[config.mk]
export PLATFORM = sky130hd
export DESIGN_NAME = uart_axi_ctrl
export DESIGN_NICKNAME = d
export VERILOG_FILES = /design/src/rtl/uart_axi_ctrl.sv
export SDC_FILE = /design/constraint.sdc
export NUM_CORES = 1
export LEC_CHECK = 0
export ABC_AREA = 1
export CELL_PAD_IN_SITES_DETAIL_PLACEMENT = 0
export CELL_PAD_IN_SITES_GLOBAL_PLACEMENT = 1
export CORE_MARGIN = 2
export CORE_UTILIZATION = 42
export DETAILED_ROUTE_END_ITERATION = 12
export GPL_ROUTABILITY_DRIVEN = 1
export PLACE_DENSITY = 0.81
export SYNTH_ARGS = -nofsm -noshare
export SYNTH_HDL_FRONTEND = slang
export SYNTH_SLANG_ARGS = --single-unit
[constraint.sdc]
create_clock -name clk -period 2.35 [get_ports clk]
set_input_delay 0.235 -clock clk [delete_from_list [all_inputs] [get_ports clk]]
set_output_delay 0.235 -clock clk [all_outputs]
set_load 0.1 [all_outputs]
[src/rtl/uart_axi_ctrl.sv]
// Sequences status polls, TX FIFO writes and RX FIFO reads on an AXI UART Lite via an AXI-Lite handshake FSM.
// Optional UART_AXI_FIFO_RESET_EN: after reset, write CTRL to clear the UART FIFOs before any other access.

module uart_axi_ctrl_fifo #(
  parameter int DEPTH = 16,
  parameter int W     = 8
) (
  input  logic         clk,
  input  logic         rst,
  input  logic         push,
  input  logic [W-1:0] push_data,
  input  logic         pop,
  output logic [W-1:0] head,
  output logic         full,
  output logic         empty
);
  localparam int AW = $clog2(DEPTH);
  localparam int CW = AW + 1;

  logic [W-1:0]  mem [DEPTH];
  logic [AW-1:0] wr_ptr;
  logic [AW-1:0] rd_ptr;
  logic [CW-1:0] count;
  logic          do_push;
  logic          do_pop;

  assign full    = (count == CW'(DEPTH));
  assign empty   = (count == '0);
  assign do_push = push && !full;
  assign do_pop  = pop && !empty;
  assign head    = mem[rd_ptr];

  always_ff @(posedge clk) begin
    if (rst) begin
      wr_ptr <= '0;
      rd_ptr <= '0;
      count  <= '0;
    end else begin
      if (do_push) wr_ptr <= wr_ptr + AW'(1);
      if (do_pop)  rd_ptr <= rd_ptr + AW'(1);
      case ({do_push, do_pop})
        2'b10:   count <= count + CW'(1);
        2'b01:   count <= count - CW'(1);
        default: count <= count;
      endcase
    end
  end

  always_ff @(posedge clk) begin
    if (do_push) mem[wr_ptr] <= push_data;
  end
endmodule

module uart_axi_ctrl #(
  parameter int TX_DEPTH     = 16,
  parameter int RX_DEPTH     = 16,
  parameter int RETRY_CYCLES = 64
) (
  input  logic        clk,
  input  logic        rst,
  input  logic [7:0]  tx_data,
  input  logic        tx_valid,
  output logic        tx_ready,
  output logic [7:0]  rx_data,
  output logic        rx_valid,
  input  logic        rx_ready,
  output logic        re,
  output logic        we,
  output logic [3:0]  araddr,
  output logic [3:0]  awaddr,
  output logic [31:0] wdata,
  output logic [3:0]  wstrb,
  input  logic [31:0] rdata,
  input  logic        r_success,
  input  logic        r_timeout,
  input  logic        w_success,
  input  logic        w_busy,
  output logic        err
);
  localparam int TW = $clog2(RETRY_CYCLES + 1);

  typedef enum logic [3:0] {
    IDLE,
    STAT_REQ,
    STAT_WAIT,
    TX_REQ,
    TX_WAIT,
    RX_REQ,
    RX_WAIT,
`ifdef UART_AXI_FIFO_RESET_EN
    INIT_REQ,
    INIT_WAIT,
`endif
    HALT
  } state_t;

`ifdef UART_AXI_FIFO_RESET_EN
  localparam state_t RESET_STATE = INIT_REQ;
`else
  localparam state_t RESET_STATE = IDLE;
`endif

  state_t        state, state_next;
  logic [TW-1:0] timer;
  logic          timeout;
  logic          seen_busy;
  logic          last_tx;
  logic [3:0]    araddr_q, awaddr_q, wstrb_q;
  logic [31:0]   wdata_q;
  logic          tx_pop, rx_push;
  logic [7:0]    tx_head;
  logic          tx_full, tx_empty, rx_full, rx_empty;
  logic          rx_ok, tx_ok;
  logic          unused_rdata;

  assign unused_rdata = ^rdata[31:8];

  uart_axi_ctrl_fifo #(.DEPTH(TX_DEPTH), .W(8)) u_tx_fifo (
    .clk(clk), .rst(rst), .push(tx_valid), .push_data(tx_data),
    .pop(tx_pop), .head(tx_head), .full(tx_full), .empty(tx_empty)
  );

  uart_axi_ctrl_fifo #(.DEPTH(RX_DEPTH), .W(8)) u_rx_fifo (
    .clk(clk), .rst(rst), .push(rx_push), .push_data(rdata[7:0]),
    .pop(rx_ready), .head(rx_data), .full(rx_full), .empty(rx_empty)
  );

  assign tx_ready = !tx_full;
  assign rx_valid = !rx_empty;
  assign err      = (state == HALT);
  assign timeout  = (timer == TW'(RETRY_CYCLES - 1));

  // Decision inputs evaluated on the STAT response itself
  assign rx_ok = rdata[0] && !rx_full;
  assign tx_ok = !tx_empty && !rdata[3];

  always_comb begin
    state_next = state;
    tx_pop     = 1'b0;
    rx_push    = 1'b0;
    case (state)
      IDLE:      if (!tx_empty || !rx_full) state_next = STAT_REQ;
      STAT_REQ:  state_next = STAT_WAIT;
      STAT_WAIT: begin
        if (r_success) begin
          if (rx_ok && (last_tx || !tx_ok)) state_next = RX_REQ;
          else if (tx_ok)                   state_next = TX_REQ;
          else                              state_next = IDLE;
        end else if (r_timeout) state_next = HALT;
        else if (timeout)       state_next = STAT_REQ;
      end
      TX_REQ:    state_next = TX_WAIT;
      TX_WAIT: begin
        if (w_success) begin
          tx_pop     = 1'b1;
          state_next = IDLE;
        end else if ((seen_busy && !w_busy) || timeout) state_next = STAT_REQ;
      end
      RX_REQ:    state_next = RX_WAIT;
      RX_WAIT: begin
        if (r_success) begin
          rx_push    = 1'b1;
          state_next = IDLE;
        end else if (r_timeout) state_next = HALT;
        else if (timeout)       state_next = RX_REQ;
      end
`ifdef UART_AXI_FIFO_RESET_EN
      INIT_REQ:  state_next = INIT_WAIT;
      INIT_WAIT: begin
        if (w_success)                                  state_next = IDLE;
        else if ((seen_busy && !w_busy) || timeout)     state_next = INIT_REQ;
      end
`endif
      HALT:      state_next = HALT;
      default:   state_next = RESET_STATE;
    endcase
  end

  // Strobes last exactly one cycle because every *_REQ state exits unconditionally
  always_comb begin
    re     = (state == STAT_REQ) || (state == RX_REQ);
    we     = (state == TX_REQ);
    araddr = araddr_q;
    awaddr = awaddr_q;
    wdata  = wdata_q;
    wstrb  = wstrb_q;
    case (state)
      STAT_REQ: araddr = 4'h8;
      RX_REQ:   araddr = 4'h0;
      TX_REQ: begin
        awaddr = 4'h4;
        wdata  = {24'h0, tx_head};
        wstrb  = 4'b0001;
      end
`ifdef UART_AXI_FIFO_RESET_EN
      INIT_REQ: begin
        we     = 1'b1;
        awaddr = 4'hC;
        wdata  = 32'h3;
        wstrb  = 4'b0001;
      end
`endif
      default: ;
    endcase
  end

  always_ff @(posedge clk) begin
    if (rst) begin
      state     <= RESET_STATE;
      timer     <= '0;
      seen_busy <= 1'b0;
      last_tx   <= 1'b0;
      araddr_q  <= '0;
      awaddr_q  <= '0;
      wdata_q   <= '0;
      wstrb_q   <= '0;
    end else begin
      state    <= state_next;
      araddr_q <= araddr;
      awaddr_q <= awaddr;
      wdata_q  <= wdata;
      wstrb_q  <= wstrb;
      if (state_next != state)             timer <= '0;
      else if (timer != TW'(RETRY_CYCLES)) timer <= timer + TW'(1);
      if (we)          seen_busy <= 1'b0;
      else if (w_busy) seen_busy <= 1'b1;
      if (tx_pop)       last_tx <= 1'b1;
      else if (rx_push) last_tx <= 1'b0;
    end
  end
endmodule

==> run_summary.xml <==
<?xml version="1.0" encoding="UTF-8"?>
<metrics>
  <group name="floorplanning">
    <metric name="rows" unit="">67</metric>
    <metric name="die_outline_area" unit="um^2">35200</metric>
    <metric name="placeable_core_region" unit="um^2">33400</metric>
    <metric name="die-height" unit="um">188</metric>
    <metric name="starting_density" unit="%">42.4</metric>
    <metric name="die_x" unit="um">188</metric>
    <metric name="design.portCount" unit="">105</metric>
  </group>
  <group name="sta">
    <metric name="rsz_0062_raised_after_global_routing" unit="">yes</metric>
    <metric name="finalMaxSlewViolations" unit="">0</metric>
    <metric name="setup_viol" unit="">22</metric>
    <metric name="clock.fmax" unit="MHz">405</metric>
    <metric name="timing.clock.skew" unit="ns">0.0275</metric>
    <metric name="timing.max_slew.rel_slack" unit="%">50.8</metric>
    <metric name="final_min_period_over_clock_period" unit="%">105</metric>
    <metric name="final_critical_path_setup_slack" unit="ns">-0.116</metric>
    <metric name="timing_worst_slew_pin_value" unit="ns">0.736</metric>
    <metric name="min_period" unit="ns">2.47</metric>
    <metric name="hold_viol" unit="">0</metric>
  </group>
  <group name="placement">
    <metric name="placed_cells_incl_taps" unit="">1810</metric>
    <metric name="dpl_cell_area" unit="um^2">16500</metric>
    <metric name="hpwl" unit="um">19800</metric>
    <metric name="buffer_ports.inserted" unit="">80</metric>
    <metric name="gp_congestion" unit="">0.808</metric>
  </group>
  <group name="final_layout">
    <metric name="commonest_cells_after_routing_fill_and_taps_aside" unit="">256 x sky130_fd_sc_hd__edfxtp_1, 187 x sky130_fd_sc_hd__nor2_1, 122 x sky130_fd_sc_hd__inv_1</metric>
    <metric name="drive_above_1_share" unit="%">24.9</metric>
    <metric name="final_area" unit="um^2">18700</metric>
    <metric name="relative_area_change_from_synthesis_to_final_layout" unit="%">32.4</metric>
    <metric name="instances_no_fill" unit="">1919</metric>
    <metric name="nets" unit="">1516</metric>
    <metric name="final_antenna_diode_count" unit="">0</metric>
    <metric name="layout.cells.most_common" unit="">sky130_fd_sc_hd__edfxtp_1</metric>
  </group>
  <group name="route">
    <metric name="drt.antenna.violating_nets" unit="">0</metric>
    <metric name="first_pass_iters" unit="">6</metric>
    <metric name="route.detailed.wl_per_inst" unit="um">18.0</metric>
    <metric name="drt-vias-per-instance" unit="">5.15</metric>
    <metric name="drt_wirelength" unit="um">34600</metric>
    <metric name="drt_iter0_drc" unit="">871</metric>
    <metric name="detail_route.drc_violations" unit="">0</metric>
    <metric name="dr_total_vias" unit="">9883</metric>
  </group>
  <group name="worst_setup_path">
    <metric name="crit_chain" unit="">buf_12 &gt; buf_12 &gt; buf_16 &gt; o21ai_0 &gt; o221ai_1 &gt; nand3_1 &gt; nand2_2 &gt; nand2_2 &gt; nand2_2 &gt; buf_12</metric>
    <metric name="crit_type" unit="">flop to primary output</metric>
    <metric name="worst_path_largest_cell_delay" unit="ns">0.38</metric>
    <metric name="arrival" unit="ns">2.23</metric>
    <metric name="critPathMaxFanout" unit="">7</metric>
    <metric name="worst_setup_path_start_kind" unit="">flop</metric>
    <metric name="cp_data_required_time" unit="ns">2.12</metric>
    <metric name="timing.critical_path.slowest_stage_cell" unit="">sky130_fd_sc_hd__dfxtp_4</metric>
    <metric name="timing.critical_path.to_type" unit="">primary output</metric>
  </group>
  <group name="yosys">
    <metric name="syn_nets" unit="">1337</metric>
    <metric name="asyncSetResetFlopFracSynth" unit="%">0</metric>
    <metric name="number_of_enable_type_register_cells_in_the_synthesized_netlist" unit="">256</metric>
    <metric name="syn-mean-instance-area" unit="um^2">11.2</metric>
    <metric name="synth_warnings" unit="">0</metric>
    <metric name="netlist_area" unit="um^2">14200</metric>
    <metric name="synth_cell_types" unit="">40</metric>
    <metric name="synth_register_bits" unit="">347</metric>
    <metric name="synth_cells" unit="">1267</metric>
    <metric name="sequential_cell_area_fraction_in_the_yosys_report" unit="%">67.2</metric>
    <metric name="dominant_register_cell_in_the_synthesized_netlist" unit="">sky130_fd_sc_hd__edfxtp_1</metric>
  </group>
  <group name="grt">
    <metric name="grt-ovfl-total" unit="">0</metric>
    <metric name="first_global_vias" unit="">9681</metric>
    <metric name="grt_first_pass_wirelength" unit="um">53200</metric>
    <metric name="global_route.usage.total" unit="%">19.2</metric>
    <metric name="antenna_found_initial" unit="">0</metric>
    <metric name="pin_count_of_the_biggest_net_entering_global_routing" unit="">33</metric>
  </group>
  <group name="cts">
    <metric name="ctsHtreeMaxLevel" unit="">2</metric>
    <metric name="worst_setup_hold_path_clk_slew" unit="ns">0.06</metric>
    <metric name="cts_inserted_buffers" unit="">37</metric>
    <metric name="cts.hold.buffers_added" unit="">0</metric>
    <metric name="maximum_buffer_depth_of_the_clock_tree" unit="">3</metric>
    <metric name="tritoncts" unit="">built</metric>
    <metric name="worstSkewPairLatency" unit="ns">0.54</metric>
    <metric name="clock-sinks" unit="">347</metric>
    <metric name="clk_root_buffer_cell" unit="">sky130_fd_sc_hd__clkbuf_16</metric>
  </group>
  <group name="pwr">
    <metric name="pwr_dens" unit="nW/um^2">866</metric>
    <metric name="power_leakage" unit="nW">6.79</metric>
    <metric name="ir_worst_vdd" unit="V">0.000782</metric>
  </group>
  <group name="hold_path">
    <metric name="min_path_type" unit="">input pin to flop</metric>
  </group>
  <group name="status">
    <metric name="violations" unit="">negative setup slack</metric>
    <metric name="run_status" unit="">finished with violations</metric>
  </group>
  <group name="run">
    <metric name="max-cap-violations" unit="">0</metric>
  </group>
</metrics>
metal layers:
metal  wire length [um]  track usage, %
met1              14700            25.9
met2              17000            32.2
met3               2190            3.22
met4                737            5.63
met5                  0               0
through the flow:
| step | setup slack, ns | util [%] | hold WS [ns] | total power, W | TNS, ns |
|---|---|---|---|---|---|
| floorplan | -0.109 | - | 0.334 | 0.00923 | -1.48 |
| global placement | -0.142 | 49.6 | 0.425 | 0.0103 | -0.165 |
| detailed placement | -0.178 | 49.6 | 0.427 | 0.0104 | -0.321 |
| CTS | -0.147 | 54.6 | 0.310 | 0.0160 | -2.03 |
| global route | -0.198 | 56.2 | 0.344 | 0.0169 | -5.79 |
| finish | -0.116 | 56.2 | 0.331 | 0.0162 | -1.00 |
cells in the mapped netlist (3+ instances only):
master                     instances  area (um^2)
sky130_fd_sc_hd__o21ai_1           5         25.0
sky130_fd_sc_hd__nor2_1          213          800
sky130_fd_sc_hd__o22ai_1          12         75.1
sky130_fd_sc_hd__o221ai_1         20          175
sky130_fd_sc_hd__mux2i_1          32          320
sky130_fd_sc_hd__nand2_1         106          398
sky130_fd_sc_hd__nor3_1            3         15.0
sky130_fd_sc_hd__edfxtp_1        256         7690
sky130_fd_sc_hd__xor2_1            4         35.0
sky130_fd_sc_hd__buf_4             5         37.5
sky130_fd_sc_hd__o211ai_1         32          240
sky130_fd_sc_hd__inv_2             7         26.3
sky130_fd_sc_hd__xnor2_1           4         35.0
sky130_fd_sc_hd__nand2_2           3         18.8
sky130_fd_sc_hd__a21oi_1          66          330
sky130_fd_sc_hd__nor2_2            5         31.3
sky130_fd_sc_hd__a211oi_1          4         30.0
sky130_fd_sc_hd__buf_2            21          105
sky130_fd_sc_hd__inv_1           126          473
sky130_fd_sc_hd__o21a_1            6         45.0
sky130_fd_sc_hd__ha_1             20          250
sky130_fd_sc_hd__buf_1             3         11.3
sky130_fd_sc_hd__nand4_1           4         25.0
sky130_fd_sc_hd__nand3_1          44          220
sky130_fd_sc_hd__o21ai_0         130          651
sky130_fd_sc_hd__dfxtp_1          91         1820
sky130_fd_sc_hd__clkbuf_1         27          101
cells by family after synthesis:
| kind of cell | Yosys count | share of synthesized area [%] |
|---|---|---|
| flops | 347 | 67.2 |
| mux | 32 | 2.26 |
| simple gates | 387 | 11.3 |
| other cells | 1 | 0.0265 |
| compound gates | 276 | 11.1 |
| buf+inv | 194 | 5.54 |
| xor+xnor | 8 | 0.495 |
| fa+ha+maj | 22 | 2.05 |
worst max-delay path, delay by kind of cell (launching register included):
kind / cells / cell delay [ns]
simple gates: 4 / 0.39
flops: 1 / 0.38
compound gates: 2 / 0.38
buf+inv: 4 / 0.53
flip-flops by register name (all words and copies together) (netlist names), named ones only:
| register | count |
|---|---|
| u_tx_fifo.count | 5 |
| last_tx | 1 |
| u_tx_fifo.wr_ptr | 4 |
| u_rx_fifo.mem | 128 |
| state | 4 |
| wdata_q | 32 |
| timer | 7 |
| araddr_q | 4 |
| awaddr_q | 4 |
| u_rx_fifo.count | 5 |
| u_rx_fifo.wr_ptr | 4 |
| u_rx_fifo.rd_ptr | 4 |
| u_tx_fifo.mem | 128 |
| u_tx_fifo.rd_ptr | 4 |
| wstrb_q | 4 |
| seen_busy | 1 |
where the power goes:
group          internal [W]  leakage, nW  switching, W  total [W]
clock               0.00308        0.551       0.00235    0.00543
sequential          0.00669         3.05      0.000110    0.00680
combinational       0.00157         3.19       0.00242    0.00399
total                0.0113         6.79       0.00488     0.0162
worst paths after layout:
path         slack [ns]     endpoint  cells past startpoint   startpoint
max               -0.12     wdata[5]                     10         flop
min                0.33    seen_busy                      3       w_busy
max reg2reg       -0.10   wdata_q[7]                     16         flop
min reg2reg        0.43  wdata_q[11]                      2  wdata_q[11]
layout make-up:
class	instances	area (um^2)
timing repair buffer	195	2580
fill	2703	14600
clock inverter	20	146
timing repair inverter	3	28.8
tap	448	561
inverter	136	548
sequential	347	9520
multi-input combinational	726	4380
clock buffer	44	972
what timing repair did:
action	4_1_cts	5_1_grt
pin swaps	27	58
cloned	9	4
resized for setup	68	127
setup buffers	16	16
endpoints found under the hold margin	0	0
setup endpoints to repair	41	52
No activity file was read; power rests on OpenSTA's default activity.
